### src/rtl/hbm_rd_arbiter_if.sv
// Requester-side and HBM-side AXI read bundle for hbm_rd_arbiter.
//   s_*      : N_REQ requester AR/R channels, flattened, requester i in slice i
//   m_axi_*  : single wide HBM read port
// Modports:
//   slave  - the arbiter's view (takes requests, drives HBM AR, steers R)
//   master - the environment's view (requesters + HBM model)
interface hbm_rd_arbiter_if #(
    parameter int N_REQ     = 4,
    parameter int ADDR_BITS = 64,
    parameter int DATA_BITS = 512
);
    logic [N_REQ*ADDR_BITS-1:0] s_araddr;
    logic [N_REQ*8-1:0]         s_arlen;
    logic [N_REQ-1:0]           s_arvalid;
    logic [N_REQ-1:0]           s_arready;
    logic [DATA_BITS-1:0]       s_rdata;
    logic                       s_rlast;
    logic [1:0]                 s_rresp;
    logic [N_REQ-1:0]           s_rvalid;
    logic [N_REQ-1:0]           s_rready;

    logic [ADDR_BITS-1:0]       m_axi_araddr;
    logic [7:0]                 m_axi_arlen;
    logic                       m_axi_arvalid;
    logic                       m_axi_arready;
    logic [DATA_BITS-1:0]       m_axi_rdata;
    logic                       m_axi_rlast;
    logic [1:0]                 m_axi_rresp;
    logic                       m_axi_rvalid;
    logic                       m_axi_rready;

    modport slave (
        input  s_araddr, s_arlen, s_arvalid, s_rready,
               m_axi_arready, m_axi_rdata, m_axi_rlast, m_axi_rresp, m_axi_rvalid,
        output s_arready, s_rdata, s_rlast, s_rresp, s_rvalid,
               m_axi_araddr, m_axi_arlen, m_axi_arvalid, m_axi_rready
    );

    modport master (
        output s_araddr, s_arlen, s_arvalid, s_rready,
               m_axi_arready, m_axi_rdata, m_axi_rlast, m_axi_rresp, m_axi_rvalid,
        input  s_arready, s_rdata, s_rlast, s_rresp, s_rvalid,
               m_axi_araddr, m_axi_arlen, m_axi_arvalid, m_axi_rready
    );
endinterface

### src/rtl/hbm_rd_arbiter.sv
// Round-robin read arbiter sharing one wide HBM read port among N_REQ
// requesters. Grants are recorded in a routing FIFO (requester index + arlen)
// and R beats are steered back to the FIFO head's requester; bursts come
// back in issue order so no ID remapping is done.
// Ports:
//   aclk, areset : clock, synchronous active-high reset
//   bus          : hbm_rd_arbiter_if.slave (requester AR/R, HBM AR/R)
//   len_err      : sticky, an R burst's beat count disagreed with its arlen
//   outst_cnt    : bursts issued whose last beat has not returned (= FIFO occupancy)
module hbm_rd_arbiter #(
    parameter int N_REQ     = 4,
    parameter int ADDR_BITS = 64,
    parameter int DATA_BITS = 512,
    parameter int MAX_OUTST = 16
) (
    input  logic                         aclk,
    input  logic                         areset,
    hbm_rd_arbiter_if.slave              bus,
    output logic                         len_err,
    output logic [$clog2(MAX_OUTST):0]   outst_cnt
);
    localparam int GW = (N_REQ > 1) ? $clog2(N_REQ) : 1;
    localparam int PW = $clog2(MAX_OUTST);
    localparam int CW = PW + 1;

    typedef enum logic {IDLE, ISSUE} state_t;

    state_t               state, state_nx;
    logic [GW-1:0]        rr_ptr, gnt_idx, head_g;
    logic                 gnt_found, grant, full, empty, r_hs, pop;
    logic [PW-1:0]        wr_ptr, rd_ptr;
    logic [GW-1:0]        fifo_g   [MAX_OUTST];
    logic [7:0]           fifo_len [MAX_OUTST];
    logic [7:0]           head_len, ar_len;
    logic [8:0]           beat_cnt;
    logic [ADDR_BITS-1:0] ar_addr;
    logic [DATA_BITS-1:0] r_data;

    // Full is taken from the registered count, so a pop on a full FIFO
    // only opens a slot for the following cycle.
    assign full  = (outst_cnt == CW'(MAX_OUTST));
    assign empty = (outst_cnt == '0);

    // First requester at or after rr_ptr. Scan from the far end so the
    // closest one to rr_ptr is the last to write gnt_idx.
    always_comb begin
        gnt_found = 1'b0;
        gnt_idx   = '0;
        for (int k = N_REQ - 1; k >= 0; k--) begin
            if (bus.s_arvalid[(int'(rr_ptr) + k) % N_REQ]) begin
                gnt_found = 1'b1;
                gnt_idx   = GW'((int'(rr_ptr) + k) % N_REQ);
            end
        end
    end

    always_comb begin
        state_nx = state;
        grant    = 1'b0;
        case (state)
            IDLE: begin
                if (gnt_found && !full && !areset) begin
                    grant    = 1'b1;
                    state_nx = ISSUE;
                end
            end
            ISSUE: begin
                if (bus.m_axi_arready) state_nx = IDLE;
            end
            default: state_nx = IDLE;
        endcase
    end

    assign bus.s_arready     = grant ? (N_REQ'(1) << gnt_idx) : '0;
    assign bus.m_axi_arvalid = (state == ISSUE);
    assign bus.m_axi_araddr  = ar_addr;
    assign bus.m_axi_arlen   = ar_len;

    // R steering: head of the routing FIFO owns the R channel.
    assign head_g           = fifo_g[rd_ptr];
    assign head_len         = fifo_len[rd_ptr];
    assign bus.m_axi_rready = !empty && bus.s_rready[head_g];
    assign bus.s_rvalid     = (!empty && bus.m_axi_rvalid) ? (N_REQ'(1) << head_g) : '0;
    assign r_data           = bus.m_axi_rdata;
    assign bus.s_rdata      = r_data;
    assign bus.s_rlast      = bus.m_axi_rlast;
    assign bus.s_rresp      = bus.m_axi_rresp;
    assign r_hs             = bus.m_axi_rvalid && bus.m_axi_rready;
    assign pop              = r_hs && bus.m_axi_rlast;

    always_ff @(posedge aclk) begin
        if (areset) begin
            state     <= IDLE;
            rr_ptr    <= '0;
            wr_ptr    <= '0;
            rd_ptr    <= '0;
            outst_cnt <= '0;
            beat_cnt  <= '0;
            len_err   <= 1'b0;
            ar_addr   <= '0;
            ar_len    <= '0;
        end else begin
            state <= state_nx;
            if (grant) begin
                ar_addr <= bus.s_araddr[gnt_idx*ADDR_BITS +: ADDR_BITS];
                ar_len  <= bus.s_arlen[gnt_idx*8 +: 8];
                rr_ptr  <= (gnt_idx == GW'(N_REQ - 1)) ? '0 : gnt_idx + 1'b1;
                wr_ptr  <= wr_ptr + 1'b1;
            end
            if (pop) rd_ptr <= rd_ptr + 1'b1;
            case ({grant, pop})
                2'b10:   outst_cnt <= outst_cnt + 1'b1;
                2'b01:   outst_cnt <= outst_cnt - 1'b1;
                default: ;
            endcase
            if (r_hs) beat_cnt <= bus.m_axi_rlast ? '0 : beat_cnt + 1'b1;
            // Short burst: rlast before count reaches arlen. Overrun: a
            // non-last beat at or past arlen, i.e. the count exceeds arlen.
            if (r_hs && (bus.m_axi_rlast ? (beat_cnt != {1'b0, head_len})
                                         : (beat_cnt >= {1'b0, head_len})))
                len_err <= 1'b1;
        end
    end

    // Routing memory needs no reset; the pointers define validity.
    always_ff @(posedge aclk) begin
        if (grant) begin
            fifo_g[wr_ptr]   <= gnt_idx;
            fifo_len[wr_ptr] <= bus.s_arlen[gnt_idx*8 +: 8];
        end
    end

    a_arready_onehot: assert property (@(posedge aclk) disable iff (areset)
        $onehot0(bus.s_arready));
    a_rvalid_onehot: assert property (@(posedge aclk) disable iff (areset)
        $onehot0(bus.s_rvalid));
    a_ar_stable: assert property (@(posedge aclk) disable iff (areset)
        (bus.m_axi_arvalid && !bus.m_axi_arready) |=>
            ($stable(bus.m_axi_araddr) && $stable(bus.m_axi_arlen)));
endmodule
### src/flat_wrapper.sv
// flat-port wrapper written by rule: the top's interface ports become plain ports
module hbm_rd_arbiter_flat 
#(
    parameter int N_REQ     = 4,
    parameter int ADDR_BITS = 64,
    parameter int DATA_BITS = 512,
    parameter int MAX_OUTST = 16
)
  (aclk, areset, len_err, outst_cnt, bus_s_araddr, bus_s_arlen, bus_s_arvalid, bus_s_rready, bus_m_axi_arready, bus_m_axi_rdata, bus_m_axi_rlast, bus_m_axi_rresp, bus_m_axi_rvalid, bus_s_arready, bus_s_rdata, bus_s_rlast, bus_s_rresp, bus_s_rvalid, bus_m_axi_araddr, bus_m_axi_arlen, bus_m_axi_arvalid, bus_m_axi_rready);
  hbm_rd_arbiter_if #(.N_REQ(N_REQ), .ADDR_BITS(ADDR_BITS), .DATA_BITS(DATA_BITS)) bus_i ();
  input  logic aclk;
  input  logic areset;
  output logic len_err;
  output logic [$clog2(MAX_OUTST):0] outst_cnt;
  input wire logic [$bits(bus_i.s_araddr)-1:0] bus_s_araddr;
  input wire logic [$bits(bus_i.s_arlen)-1:0] bus_s_arlen;
  input wire logic [$bits(bus_i.s_arvalid)-1:0] bus_s_arvalid;
  input wire logic [$bits(bus_i.s_rready)-1:0] bus_s_rready;
  input wire logic [$bits(bus_i.m_axi_arready)-1:0] bus_m_axi_arready;
  input wire logic [$bits(bus_i.m_axi_rdata)-1:0] bus_m_axi_rdata;
  input wire logic [$bits(bus_i.m_axi_rlast)-1:0] bus_m_axi_rlast;
  input wire logic [$bits(bus_i.m_axi_rresp)-1:0] bus_m_axi_rresp;
  input wire logic [$bits(bus_i.m_axi_rvalid)-1:0] bus_m_axi_rvalid;
  output wire logic [$bits(bus_i.s_arready)-1:0] bus_s_arready;
  output wire logic [$bits(bus_i.s_rdata)-1:0] bus_s_rdata;
  output wire logic [$bits(bus_i.s_rlast)-1:0] bus_s_rlast;
  output wire logic [$bits(bus_i.s_rresp)-1:0] bus_s_rresp;
  output wire logic [$bits(bus_i.s_rvalid)-1:0] bus_s_rvalid;
  output wire logic [$bits(bus_i.m_axi_araddr)-1:0] bus_m_axi_araddr;
  output wire logic [$bits(bus_i.m_axi_arlen)-1:0] bus_m_axi_arlen;
  output wire logic [$bits(bus_i.m_axi_arvalid)-1:0] bus_m_axi_arvalid;
  output wire logic [$bits(bus_i.m_axi_rready)-1:0] bus_m_axi_rready;
  assign bus_i.s_araddr = bus_s_araddr;
  assign bus_i.s_arlen = bus_s_arlen;
  assign bus_i.s_arvalid = bus_s_arvalid;
  assign bus_i.s_rready = bus_s_rready;
  assign bus_i.m_axi_arready = bus_m_axi_arready;
  assign bus_i.m_axi_rdata = bus_m_axi_rdata;
  assign bus_i.m_axi_rlast = bus_m_axi_rlast;
  assign bus_i.m_axi_rresp = bus_m_axi_rresp;
  assign bus_i.m_axi_rvalid = bus_m_axi_rvalid;
  assign bus_s_arready = bus_i.s_arready;
  assign bus_s_rdata = bus_i.s_rdata;
  assign bus_s_rlast = bus_i.s_rlast;
  assign bus_s_rresp = bus_i.s_rresp;
  assign bus_s_rvalid = bus_i.s_rvalid;
  assign bus_m_axi_araddr = bus_i.m_axi_araddr;
  assign bus_m_axi_arlen = bus_i.m_axi_arlen;
  assign bus_m_axi_arvalid = bus_i.m_axi_arvalid;
  assign bus_m_axi_rready = bus_i.m_axi_rready;
  hbm_rd_arbiter #(.N_REQ(N_REQ), .ADDR_BITS(ADDR_BITS), .DATA_BITS(DATA_BITS), .MAX_OUTST(MAX_OUTST)) u_core (.aclk(aclk), .areset(areset), .bus(bus_i), .len_err(len_err), .outst_cnt(outst_cnt));
endmodule
### config.mk
export PLATFORM = sky130hd
export DESIGN_NAME = hbm_rd_arbiter_flat
export DESIGN_NICKNAME = d
export VERILOG_FILES = /design/src/rtl/hbm_rd_arbiter_if.sv /design/src/rtl/hbm_rd_arbiter.sv /design/src/flat_wrapper.sv
export SDC_FILE = /design/constraint.sdc
export NUM_CORES = 1
export LEC_CHECK = 0
export ABC_AREA = 1
export BUFFER_PORTS_ARGS = -buffer_cell sky130_fd_sc_hd__buf_2
export CAP_MARGIN = 25
export CORE_AREA = 3 3 558 560
export CTS_BUF_LIST = sky130_fd_sc_hd__clkbuf_2 sky130_fd_sc_hd__clkbuf_4 sky130_fd_sc_hd__clkbuf_8
export DETAILED_ROUTE_END_ITERATION = 7
export DIE_AREA = 0 0 561 563
export MAX_ROUTING_LAYER = met4
export SETUP_SLACK_MARGIN = 0.1
export SLEW_MARGIN = 10
export SYNTH_ARGS = -nofsm -noshare
export SYNTH_HDL_FRONTEND = slang
export SYNTH_SLANG_ARGS = --single-unit
### constraint.sdc
create_clock -name aclk -period 4.2 [get_ports aclk]
set_input_delay 0.63 -clock aclk [delete_from_list [all_inputs] [get_ports aclk]]
set_output_delay 0.63 -clock aclk [all_outputs]
set_load 0.01 [all_outputs]
## After elaboration in Yosys (flattened, before gate mapping)

Memories as Yosys holds them, arrays and structs flattened. A register that Yosys moved wholly into a read port is not among the register bits.
Index checks and enable logic that the tools add are counted.

| word-level totals | value |
|---|---|
| memory bits (writable) | 160 |
| input port bits | 815 |
| output and inout bits | 603 |
| word-level logic and storage cells | 91 |
| flip-flop bits (word level) | 98 |
| memories | 2 |

| operators by class | value |
|---|---|
| multiplexer cells | 37 |
| equal/unequal tests | 5 |
| $lt $le $gt $ge | 6 |
| bitwise logic cells | 4 |
| reduce and logical (&&, ||, !) cells | 15 |
| shift-type cells | 4 |
| add/subtract/negate cells | 9 |

Memories:

| memory | words | width | read ports | clocked after Yosys merged registers in | wr ports | line | source |
|---|---|---|---|---|---|---|---|
| u_core.fifo_len | 16 | 8 | 1 | 1 | 1 | hbm_rd_arbiter.sv:33 | `logic [7:0] fifo_len [MAX_OUTST];` |
| u_core.fifo_g | 16 | 2 | 1 | 1 | 1 | hbm_rd_arbiter.sv:32 | `logic [GW-1:0] fifo_g [MAX_OUTST];` |

Operators by type and width:

| operator | count |
|---|---|
| $shiftx A256 B9 Y64 | 1 |
| $shiftx A32 B6 Y8 | 1 |
| $mux W4 | 6 |
| $mux W1 | 18 |
| $lt A3 B4 Y1 const B | 3 |
| $bmux W1 S2 | 5 |
| $mux W2 | 5 |
| $pmux W5 S2 | 1 |
| $add A9 B1 Y9 const B | 1 |
| $ge A9 B8 Y1 | 1 |
| $mux W9 | 1 |
| $ne A9 B8 Y1 | 1 |
| $add A4 B1 Y4 const B | 2 |
| $shl A1 B2 Y4 const A | 2 |
| $logic_and A1 B1 Y1 | 7 |
| $lt A2 B3 Y1 const B | 2 |
| $reduce_or A2 Y1 | 3 |
| $add A5 B1 Y5 const B | 1 |
| $eq A5 B5 Y1 const B | 1 |
| $logic_not A5 Y1 | 1 |
| $sub A5 B1 Y5 const B | 1 |
| $add A2 B1 Y2 const B | 2 |
| $add A2 B2 Y2 const B | 2 |
| $eq A2 B2 Y1 const B | 2 |
| other kinds (6) | 10 |

## Longest topological paths before layout

Gate-level depths: netlist (run 1).

| depth | value |
|---|---|
| depth in word-level cells | 16 |
| gate-level depth with buffers | 27 |
| depth with buffers taken out | 26 |

## Worst setup path before layout (run 1)

No wires, ideal clock.

| timing path | value |
|---|---|
| kind | input-to-output |
| start | input port bus_s_arvalid[3] |
| end | output port bus_s_arready[3] |
| slack | 1277 ps |
| arrival time | 2293 ps |
| required time | 3570 ps |
| path buffers | 2 |
| cell stages on the path | 13 |
| cell sequence | inv_1 > nand2_1 > o21ai_1 > or2_1 > o21ai_0 > a21oi_2 > or2_4 > nand2_4 > buf_4 > buf_2 > ha_1 > inv_1 > nor2_1 |

| on the way | value |
|---|---|
| elaborated cells between the ends (all ways) | 25 |
| those cells by class | shift (1); mux (22); reduce/logical (2) |

RTL lines:

| element | line | source |
|---|---|---|
| start, declared | flat_wrapper.sv:17 | `input wire logic [$bits(bus_i.s_arvalid)-1:0] bus_s_arvalid;` |
| $bmux W1 S2 | hbm_rd_arbiter.sv:50 | `if (bus.s_arvalid[(int'(rr_ptr) + k) % N_REQ]) begin` |
| $mux W1 (implied by the code) (2 in a row) | hbm_rd_arbiter.sv:50 |  |
| $mux W2 (3 in a row) | hbm_rd_arbiter.sv:50 |  |
| $mux W2 (*) | hbm_rd_arbiter.sv:50 |  |
| net u_core.gnt_idx[0] | hbm_rd_arbiter.sv:29 | `logic [GW-1:0] rr_ptr, gnt_idx, head_g;` |
| $shl A1 B2 Y4 (*) | hbm_rd_arbiter.sv:74 | `assign bus.s_arready = grant ? (N_REQ'(1) << gnt_idx) : '0;` |
| $mux W4 (*) | hbm_rd_arbiter.sv:74 |  |
| end, declared | flat_wrapper.sv:24 | `output wire logic [$bits(bus_i.s_arready)-1:0] bus_s_arready;` |

Mark *: on every way through the listed nets, which the timed path passes. The rest lies on a longest branch. The select of a mux whose other input is x is not followed.

==> summary.txt, run 1 <==
Critical path
  – Largest delay share family, worst path: simple AND/OR/NAND/NOR gates
  – Worst path max stage delay: 0.61 ns
  – CP Buf/Inv Count: 2
  – Slowest cell on crit path: nor2_1
  – Worst path arrival time: 3.15 ns
  – Worst EP required: between 3 and 4 ns
  – Critical Path Most Common Cell: nand2_1
  – CP cell instances: buf_12, nand2_1, nand2_1, nand2_1, nand3_1, nand3_1, nand2_2, nand2_1, nor2_1, buf_2
  – Reg2Reg Depth: 25
  – Crit Path Max Fanout: 80
  – Startpoint type of the worst setup path: register
  – CP Class: register to primary output
  – Worst reg-to-reg setup slack: 0.72 ns
  – Reg-to-Reg End: u_core.outst_cnt[4]
  – Crit. End Element: primary output

Yosys
  – Sequential area share after synthesis: approximately 40%
  – FF+latch count, synth: between 200 and 300
  – Unique masters post-synth: between 40 and 50
  – Post-synth ARST share: 0%
  – Avg Cell Area, Syn: a little over 8 um2
  – Top post-synthesis cells by area: edfxtp_1 28%, buf_4 23%, dfxtp_1 12%, nor2_1 8.5%, o21ai_0 5.7%
  – Post-Syn Nets: approximately 3,000
  – Number of synthesized flops with an enable pin: 160
  – Ys Warns: 0
  – Post-Synthesis Cells: between 2,000 and 2,500
  – Cell taking the most area after synthesis: edfxtp_1
  – Post-synth top area share: around 28%
  – Synthesized cell area: about 17,000 um2
  – Main flop type after synthesis: edfxtp_1

Timing
  – Setup TNS: 0 ns
  – Final worst-path cycle share: 90.0%
  – RSZ-0062 raised after global routing: no
  – Final setup viols: 0
  – Slew @ Worst Pin: between 1 and 1.5 ns
  – Fin. Hold Viols: 0
  – Top achievable clock speed: roughly 260 MHz
  – Post-layout minimum cycle time: approximately 3.8 ns
  – Final Slew Violations: 0
  – Slew Limit Headroom: 32.6%
  – Skew final: 0.0422 ns

Global route
  – First-pass GRT wire length: 236,000 um
  – Grt ovf: 0
  – Largest net degree at the start of global routing: between 90 and 100
  – Initial antenna violation count: 26
  – Global Route Usage Sum: approximately 13%
  – Number of global-route vias before repair: between 10,000 and 15,000

Cells and area
  – Fin nets: approximately 2,800
  – Fillcell total: 36,200
  – Final Util: just under 7%
  – P&R area growth vs syn: 24.6%
  – Most frequent cells in the layout: 387 x buf_2, 383 x nor2_1, 192 x o21ai_0
  – Most common cell after layout, fill and taps aside: buf_2
  – Post-route insts no fill: slightly above 6,000
  – Share of cells above drive strength 1: between 20 and 30%

Floorplanning
  – Initial Util: ~5.5%
  – Core area: 306,000 um2
  – Die Height: roughly 560 um
  – Cell Rows: a little over 200
  – Die area: 316,000 um2
  – Chip width: 561 um
  – Ports: around 1,400

Route
  – Routed length per instance: roughly 34 um
  – Post-DRT Antenna Nets: 0
  – DR DRC count: 0
  – Number of vias per cell: 2.32
  – Drt first pass iters: 7
  – Via Count: roughly 14,000
  – Initial DRC count: ~1,100
  – Final WL: approximately 210,000 um

Pwr
  – Leakage: between 7 and 8 nW
  – Tot Pwr: approximately 14 mW
  – Max rail drop VDD: ~510 uV
  – Power Density: 663 nW/um2

Clock tree
  – Clock-pin slew on the worst setup and hold paths: roughly 0.070 ns
  – Post-CTS Setup Bufs: 0
  – CTS Buf Count: 40
  – CTS Sinks: between 200 and 300
  – Post-cts gate resize count: 3
  – CTS tree: yes
  – Clk Latency, worst-skew pair: between 0.6 and 0.7 ns
  – H-tree levels: 2
  – Max clock buf depth: 3
  – Root Driver: clkbuf_8
  – Post-CTS Hold Fix Bufs: 0

Place
  – GP Congestion: approximately 0.90
  – Placed insts: around 6,000
  – Detailed placement HPWL: between 150,000 and 200,000 um
  – Buffers on Ports: approximately 390

Min path
  – Hold Path Origin: bus_m_axi_arready
  – Hold path depth: 2
  – Worst hold path endpoint: u_core.bus.m_axi_arvalid
  – Worst hold-check path type: input port to register

Run
  – Max Cap Viol: 0

Run status
  – Status: finished clean
## cells in the mapped netlist, types with 3 or more instances
cell      count
a21oi_1      34
a21oi_2      10
buf_1         8
buf_2        23
buf_4       526
buf_6         6
clkbuf_1     56
dfxtp_1     102
edfxtp_1    160
ha_1         21
inv_1       145
inv_2         8
nand2_1     103
nand2_2       5
nand3_1      49
nand3_2       4
nand4_1       6
nor2_1      385
nor3_1        6
nor4_1        3
o211ai_1      4
o21ai_0     192
o21ai_1      98
o221ai_1     28
o22ai_1      68
xnor2_1       3
xor2_1        3
## kinds of logic after synthesis
kind of cell               after synthesis  synth area share [%]
buffers and inverters                  777                  29.3
DFF                                    262                  40.3
xor gates and xnor gates                 6                 0.309
adders and majority gates               21                  1.55
AOI/OAI and AO/OA                      444                  14.6
and+or+nand+nor                        571                  13.9
muxes                                    1                0.0589
## per-layer routing
layer | share of wire, % | vias to the layer above | track usage [%] | wire length (um)
met3 | 40 | 274 | 23.6 | 83400
met5 | 0 | - | - | 0
li1 | - | 6123 | - | -
met1 | 18 | 6036 | 6.31 | 37200
met4 | 2.8 | 0 | 3.13 | 5760
met2 | 39 | 1696 | 17.4 | 81100
## worst register-to-register path, cell delays in order (launching register included)
cell and delay [ns]:
dfxtp_2 0.41, buf_12 0.33, nand2_1 0.11, nand3_1 0.09, nand3_1 0.09, nand3_1 0.31
nand2_2 0.15, nand2_1 0.09, nand2_1 0.06, nand2_1 0.09, nand3_4 0.11, nor2_8 0.17
inv_6 0.08, nor2_8 0.12, ha_1 0.30, xnor2_1 0.15, inv_1 0.08, ha_1 0.17
inv_1 0.07, nand2_1 0.07, nand2_1 0.08, nand2_1 0.05, nand2_1 0.06, nand3_1 0.07
nand2_1 0.06, inv_1 0.03
## worst max path at each step
stage	start	end	slack [ns]	cells past startpoint
CTS	u_core.rr_ptr[0]	bus_s_arready[0]	0.16	13
detailed placement	bus_s_arvalid[3]	bus_s_arready[0]	0.41	14
global placement	bus_s_arvalid[3]	bus_s_arready[0]	0.39	14
finish	register	bus_s_rvalid[1]	0.42	10
floorplan	bus_s_arvalid[3]	bus_s_arready[3]	1.28	13
global route	u_core.rr_ptr[1]	bus_s_arready[0]	0.20	12
## flip-flops by register name, summed over array words and instances (netlist names), named ones only
register                  flops
u_core.len_err                1
u_core.fifo_g                32
u_core.fifo_len             128
u_core.bus.m_axi_araddr      64
u_core.rr_ptr                 2
u_core.wr_ptr                 4
u_core.outst_cnt              5
u_core.beat_cnt               9
u_core.rd_ptr                 4
u_core.bus.m_axi_arvalid      1
u_core.bus.m_axi_arlen        8
## layout make-up
class,count,area [um2],share of cell area (%)
sequential,262,6850,32.3
multi-input combinational,1043,5200,24.5
tap,4100,5130,24.2
timing repair buffer,441,2420,11.4
clock buffer,57,703,3.32
inverter,158,621,2.93
clock inverter,17,215,1.02
antenna,20,50.0,0.236
## where the power goes
part           leakage (nW)  internal (mW)  switching [mW]
clock network         0.474           1.35            1.14
registers              2.29           3.67           0.235
logic                  4.72           2.07            5.58
## through the flow
| step | setup WS, ns | area (um2) | hold slack, ns |
|---|---|---|---|
| after global placement | 0.390 | 20100 | 0.454 |
| final | 0.422 | 21200 | 0.157 |
| after CTS | 0.164 | 21100 | 0.0941 |
| after detailed placement | 0.410 | 20200 | 0.465 |
| after global routing | 0.205 | 21200 | 0.127 |
| after floorplan | 1.28 | 17000 | 0.454 |
Power figures use the tool's default switching activity.
==> run 2: changes to the inputs <==
REMOVE_ABC_BUFFERS = 1   (was default)
==> run 2 against run 1 <==
Non-clock buffer count grew 2. Global-route usage is 10 points higher. Critical path depth up 3. Power up 1.6%. Wire length grew 77%. Critical path type unchanged. Largest power group unchanged.
==> summary.txt, run 2 (same netlist as run 1, synthesis figures left out) <==
Global route
  – Grt ovf: 0 (unchanged)
  – Met2 GRT Util: 39.3% (+22 points)
  – Global Route Usage Sum: 23.1% (+10 points)
  – Largest net degree at the start of global routing: 81 (-13%)
  – Grt met1 use: 8.30% (+2.0 points)
  – Number of global-route vias before repair: 13,500 (+0.052%)
  – Initial antenna violation count: 10 (-62%)
  – First-pass GRT wire length: 397,000 um (+68%)
  – Met3 Use GR: 39.3% (+16 points)
  – Busiest grt layer: met3

Floorplanning
  – Ports: 1,418 (unchanged)
  – Die Height: 563 um (unchanged)
  – Chip width: 561 um (unchanged)
  – Die area: 316,000 um2 (unchanged)
  – Initial Util: 5.55% (unchanged)
  – Core area: 306,000 um2 (unchanged)
  – Cell Rows: 203 (unchanged)

Clock tree
  – CTS tree: yes
  – Post-CTS Setup Bufs: 0 (unchanged)
  – Post-cts gate resize count: 0 (-3)
  – Max clock buf depth: 3 (unchanged)
  – Clk Latency, worst-skew pair: 0.70 ns (+0.06 ns)
  – CTS Buf Count: 50 (+25%)
  – H-tree levels: 2 (unchanged)
  – Root Driver: clkbuf_8
  – Clock-pin slew on the worst setup and hold paths: 0.07 ns (about the same)
  – CTS Sinks: 262 (unchanged)
  – Post-CTS Hold Fix Bufs: 0 (unchanged)

Cells and area
  – Most frequent cells in the layout: 388 x buf_2, 385 x nor2_1, 191 x o21ai_0
  – Biggest register: u_core.fifo_len
  – Register area: 6850 um2 (about the same)
  – P&R area growth vs syn: 25.8%
  – Fin nets: 2,794 (+0.43%)
  – Fillcell total: 36,200 (-0.022%)
  – Post-route insts no fill: 6,106 (+0.13%)
  – Final instance area: 21,400 um2 (+0.97%)
  – Footprint of the multi-input gates: 5200 um2 (about the same)
  – Most common cell after layout, fill and taps aside: buf_2
  – Max FFs per register: 128 (unchanged)
  – Share of cells above drive strength 1: 28.5% (+0.51 points)

Timing
  – Slew @ Worst Pin: 0.826 ns (-0.181 ns)
  – Post-layout minimum cycle time: 3.83 ns (+0.0530 ns)
  – Setup TNS: 0 ns (unchanged)
  – Skew final: 0.0402 ns (-0.00192 ns)
  – Top achievable clock speed: 261 MHz (-1.4%)
  – Hold slack final: 0.113 ns (-0.0437 ns)
  – RSZ-0062 raised after global routing: yes
  – Slew Limit Headroom: 44.7% (+12 points)
  – Final worst-path cycle share: 91.2% (+1.3 points)
  – Final setup viols: 0 (unchanged)
  – Final Slew Violations: 0 (unchanged)
  – Fin. Hold Viols: 0 (unchanged)

Run
  – Max Cap Viol: 0 (unchanged)

Place
  – Buffers on Ports: 389 (unchanged)
  – Area of placed instances: 20,200 um2 (+0.17%)
  – Detailed placement HPWL: 347,000 um (+81%)
  – Placed insts: 6,006 (+0.067%)
  – GP Congestion: 1.21 (+34%)

Pwr
  – Leakage: 7.61 nW (+1.7%)
  – Max rail drop VDD: 443 uV (-14%)
  – Power Density: 667 nW/um2 (+0.58%)

Route
  – Routed length per instance: 60.2 um (+77%)
  – Number of vias per cell: 2.66 (+15%)
  – DR DRC count: 0 (unchanged)
  – Initial DRC count: 1,822 (+69%)
  – Drt first pass iters: 5 (-2)
  – Post-DRT Antenna Nets: 0 (unchanged)
  – Final WL: 368,000 um (+77%)
  – Via Count: 16,300 (+15%)

Min path
  – Worst hold-check path type: input port to register

Run status
  – Status: finished clean

Critical path
  – Worst path max stage delay: 0.48 ns (-0.13 ns)
  – Slowest cell on crit path: dfxtp_1
  – Worst path arrival time: 3.20 ns (+0.05 ns)
  – Crit Path Max Fanout: 56 (-30%)
  – CP Class: register to primary output
  – CP Buf/Inv Count: 4 (+2)
  – CP cell instances: nand2_1, o21ai_1, or2_1, o21ai_0, a21oi_2, or2_4, nand2_8, inv_8, buf_12, ha_1, inv_1, nor2_1, buf_2
  – Largest delay share family, worst path: simple AND/OR/NAND/NOR gates
  – Startpoint type of the worst setup path: register
  – Crit. End Element: primary output
  – Worst EP required: 3.57 ns (about the same)
run 2: path summary, 6_finish.rpt:
check	startpoint	end	slack (ns)	cells past startpoint
worst max-delay path	u_core.rr_ptr[0]	bus_s_arready[2]	0.37	13
worst max register to register	register	u_core.outst_cnt[4]	0.78	25
worst min-delay path	bus_m_axi_arready	u_core.bus.m_axi_arvalid	0.11	2
worst min register to register	u_core.len_err	u_core.len_err	0.47	1
run 2: per-stage QoR:
| stage | power [mW] | util, % | worst slack [ns] |
|---|---|---|---|
| floorplan | 7.79 | - | -0.337 |
| global placement | 11.6 | 6.60 | 0.557 |
| detailed placement | 11.6 | 6.60 | 0.615 |
| CTS | 14.7 | 6.97 | 0.145 |
| global route | 15.4 | 6.98 | 0.0376 |
| finish | 14.3 | 6.98 | 0.369 |
run 2: where the power goes:
group	internal [mW]	leakage, nW	switching [mW]
combinational	2.14	4.74	5.12
sequential	3.67	2.29	0.438
clock	1.62	0.583	1.28
run 2: layout make-up:
class	count	share of cell area, %
Sequential cell	262	32.0
Multi-Input combinational cell	1043	24.3
Clock inverter	25	1.28
Antenna cell	7	0.0819
Tap cell	4100	24.0
Clock buffer	68	4.05
Inverter	158	2.89
Timing Repair Buffer	443	11.4
run 2: layer usage:
layer,up-vias,part of all wire (%)
met4,0,0.42
met2,3039,49
li1,6131,-
met5,-,0
met1,7023,13
met3,79,37
==> run 3: changes to the inputs <==
CELL_PAD_IN_SITES_DETAIL_PLACEMENT = 2   (was default)
CELL_PAD_IN_SITES_GLOBAL_PLACEMENT = 2   (was default)
CORE_AREA = 3 3 550 552   (was 3 3 558 560)
DIE_AREA = 0 0 553 555   (was 0 0 561 563)
PLACE_DENSITY_LB_ADDON = 0.1   (was default)
==> run 3 against run 2 <==
Die area shrank 2.8%. Sequential power shrank 3%. Cell count shrank 0.56%. Utilization grew 0.35 points. Non-clock buffer count grew 23. Largest cell class unchanged.
==> summary.txt, run 3 (same netlist as run 1, synthesis figures left out) <==
Critical path
  – CP cell instances: xor2_1, inv_1, o21ai_2, inv_2, a21oi_2, nand2_4, nand2_8, clkinv_16, ha_1, inv_1, nor2_2, buf_2
  – CP Buf/Inv Count: 5 (+1)
  – Largest delay share family, worst path: buffers and inverters
  – Reg-to-Reg End: u_core.outst_cnt[4]
  – Worst EP required: 3.57 ns (about the same)
  – Crit Path Max Fanout: 44 (-21%)
  – CP Class: register to primary output
  – Startpoint type of the worst setup path: register
  – Crit. End Element: primary output
  – Slowest cell on crit path: dfxtp_1
  – Worst path max stage delay: 0.44 ns (-0.04 ns)
  – Critical Path Most Common Cell: inv_1
  – Worst reg-to-reg setup slack: 0.80 ns (+0.02 ns)
  – Worst path arrival time: 3.04 ns (-0.16 ns)
  – CP Depth: 12 (-1)
  – Reg2Reg Depth: 24 (-4.0%)

Clock tree
  – Root Driver: clkbuf_8
  – Max clock buf depth: 3 (unchanged)
  – Clk Latency, worst-skew pair: 0.71 ns (about the same)
  – H-tree levels: 3 (+1)
  – CTS Sinks: 262 (unchanged)
  – CTS Buf Count: 67 (+34%)
  – CTS tree: yes
  – Clock-pin slew on the worst setup and hold paths: 0.06 ns (about the same)

Floorplanning
  – Chip width: 553 um (-1.4%)
  – Die area: 307,000 um2 (-2.8%)
  – Cell Rows: 200 (-1.5%)
  – Die Height: 555 um (-1.4%)
  – Core area: 297,000 um2 (-2.9%)
  – Initial Util: 5.72% (+0.17 points)
  – Ports: 1,418 (unchanged)

Pwr
  – Leakage: 7.86 nW (+3.3%)
  – Max rail drop VDD: 252 uV (-43%)
  – Power Density: 732 nW/um2 (+9.8%)
  – Tot Pwr: 16.0 mW (+12%)

Route
  – Post-DRT Antenna Nets: 0 (unchanged)
  – Drt first pass iters: 4 (-1)
  – Initial DRC count: 1,431 (-21%)
  – DR DRC count: 0 (unchanged)
  – Via Count: 17,800 (+9.6%)
  – Number of vias per cell: 2.94 (+10%)
  – Routed length per instance: 65.3 um (+8.5%)
  – Final WL: 397,000 um (+7.9%)

Place
  – Detailed placement HPWL: 364,000 um (+4.7%)
  – Pre-CTS setup slack: 0.443 ns (-0.172 ns)
  – GP Congestion: 1.19 (-1.4%)
  – Area of placed instances: 20,100 um2 (-0.73%)
  – Buffers on Ports: 389 (unchanged)

Cells and area
  – Most common cell after layout, fill and taps aside: buf_2
  – P&R area growth vs syn: 28.3%
  – Fillcell total: 35,300 (-2.5%)
  – Most frequent cells in the layout: 388 x buf_2, 383 x nor2_1, 192 x o21ai_0
  – Fin nets: 2,836 (+1.5%)
  – Share of cells above drive strength 1: 29.9% (+1.4 points)
  – Final Util: 7.34% (+0.35 points)
  – Max FFs per register: 128 (unchanged)
  – Register area: 6850 um2 (about the same)
  – Biggest register: u_core.fifo_len
  – Final instance area: 21,800 um2 (+2.0%)
  – Footprint of the multi-input gates: 5220 um2 (+0.46%)

Timing
  – Final worst-path cycle share: 87.5% (-3.7 points)
  – Setup WS post-layout: 0.526 ns (+0.157 ns)
  – Fin. Hold Viols: 0 (unchanged)
  – Top achievable clock speed: 272 MHz (+4.3%)
  – Skew final: 0.0625 ns (+0.0222 ns)
  – RSZ-0062 raised after global routing: no
  – Setup TNS: 0 ns (unchanged)
  – Slew @ Worst Pin: 0.773 ns (-0.0525 ns)
  – Final Slew Violations: 0 (unchanged)
  – Post-layout minimum cycle time: 3.67 ns (-0.157 ns)
  – Slew Limit Headroom: 48.4% (+3.7 points)
  – Final setup viols: 0 (unchanged)

Global route
  – Largest net degree at the start of global routing: 70 (-14%)
  – Global Route Usage Sum: 25.6% (+2.5 points)
  – Number of global-route vias before repair: 16,500 (+22%)
  – Grt ovf: 0 (unchanged)
  – Initial antenna violation count: 84 (+74)
  – First-pass GRT wire length: 436,000 um (+9.8%)

Run status
  – Status: finished clean

Min path
  – Hold path depth: 5 (+3)
  – Worst hold path endpoint: u_core.bus.m_axi_araddr[12]
  – Worst hold-check path type: input port to register
  – Hold Path Origin: bus_s_araddr[140]

Run
  – Max Cap Viol: 0 (unchanged)
-- run 3: cell count changes in the layout (fill, tap and decap cells not counted), moves of 2 or more --
| cell | before | now |
|---|---|---|
| buf_12 | 6 | 4 |
| buf_4 | 48 | 70 |
| diode_2 | 7 | 86 |
| clkbuf_4 | 11 | 19 |
| clkbuf_8 | 57 | 69 |
| clkinv_2 | 6 | 4 |
| clkinv_1 | 8 | 18 |
| clkinvlp_4 | 4 | 1 |
| nor2_2 | 0 | 2 |
| inv_6 | 2 | 4 |
| nor2_1 | 385 | 383 |
| o21ai_1 | 99 | 97 |
| nand2_4 | 1 | 3 |
-- run 3: final cells by class --
cell class | count | share of cell area (%)
Tap cell | 3939 | 22.6
Inverter | 158 | 2.97
Sequential cell | 262 | 31.4
Multi-Input combinational cell | 1044 | 24.0
Timing Repair Buffer | 466 | 11.9
Clock buffer | 88 | 5.01
Antenna cell | 86 | 0.987
Clock inverter | 28 | 1.11
Timing Repair inverter | 1 | 0.0402
-- run 3: how the worst max path moves through the flow --
stage | from | endpoint | slack (ns)
after CTS | u_core.rr_ptr[0] | bus_s_arready[0] | 0.15
after global placement | bus_s_arvalid[3] | bus_s_arready[0] | 0.43
after floorplan | bus_s_arvalid[0] | bus_s_arready[1] | -0.34
after global routing | u_core.rr_ptr[0] | bus_s_arready[3] | 0.14
after detailed placement | bus_s_arvalid[3] | bus_s_arready[0] | 0.44
final | u_core.rr_ptr[1] | bus_s_arready[0] | 0.53
-- run 3: stage by stage --
stage                     cells  hold slack [ns]
after floorplan            1463            0.454
after global routing       6068            0.278
final                      6072            0.351
after detailed placement   5856            0.476
after global placement     5856            0.482
after CTS                  5973            0.215
-- run 3: repair_timing --
item	CTS	global route
gates cloned	0	4
setup endpoints to repair	3	4
endpoints found under the hold margin	1	0
pin swaps	0	3
gates resized for setup	8	7
buffers inserted	0	9
hold buffers	1	0
-- run 3: report_power, final --
part / internal (mW) / switching [mW] / total, mW
clock network: 1.94 / 1.63 / 3.57
registers: 3.67 / 0.302 / 3.98
logic: 2.29 / 6.14 / 8.43
total: 7.90 / 8.07 / 16.0
-- run 3: worst min-delay path, cell delays in order --
cell and delay [ns]:
buf_2 0.08, nor2_1 0.03, o22ai_1 0.12, o21ai_1 0.07, inv_1 0.04
-- run 3: layer usage --
layer / part of all wire [%] / vias to the layer above / global-route usage [%]
met5: 0 / - / -
met4: 2.1 / 0 / 3.36
met2: 45 / 3395 / 40.5
met3: 35 / 152 / 42.6
li1: - / 6358 / -
met1: 18 / 7933 / 11.6
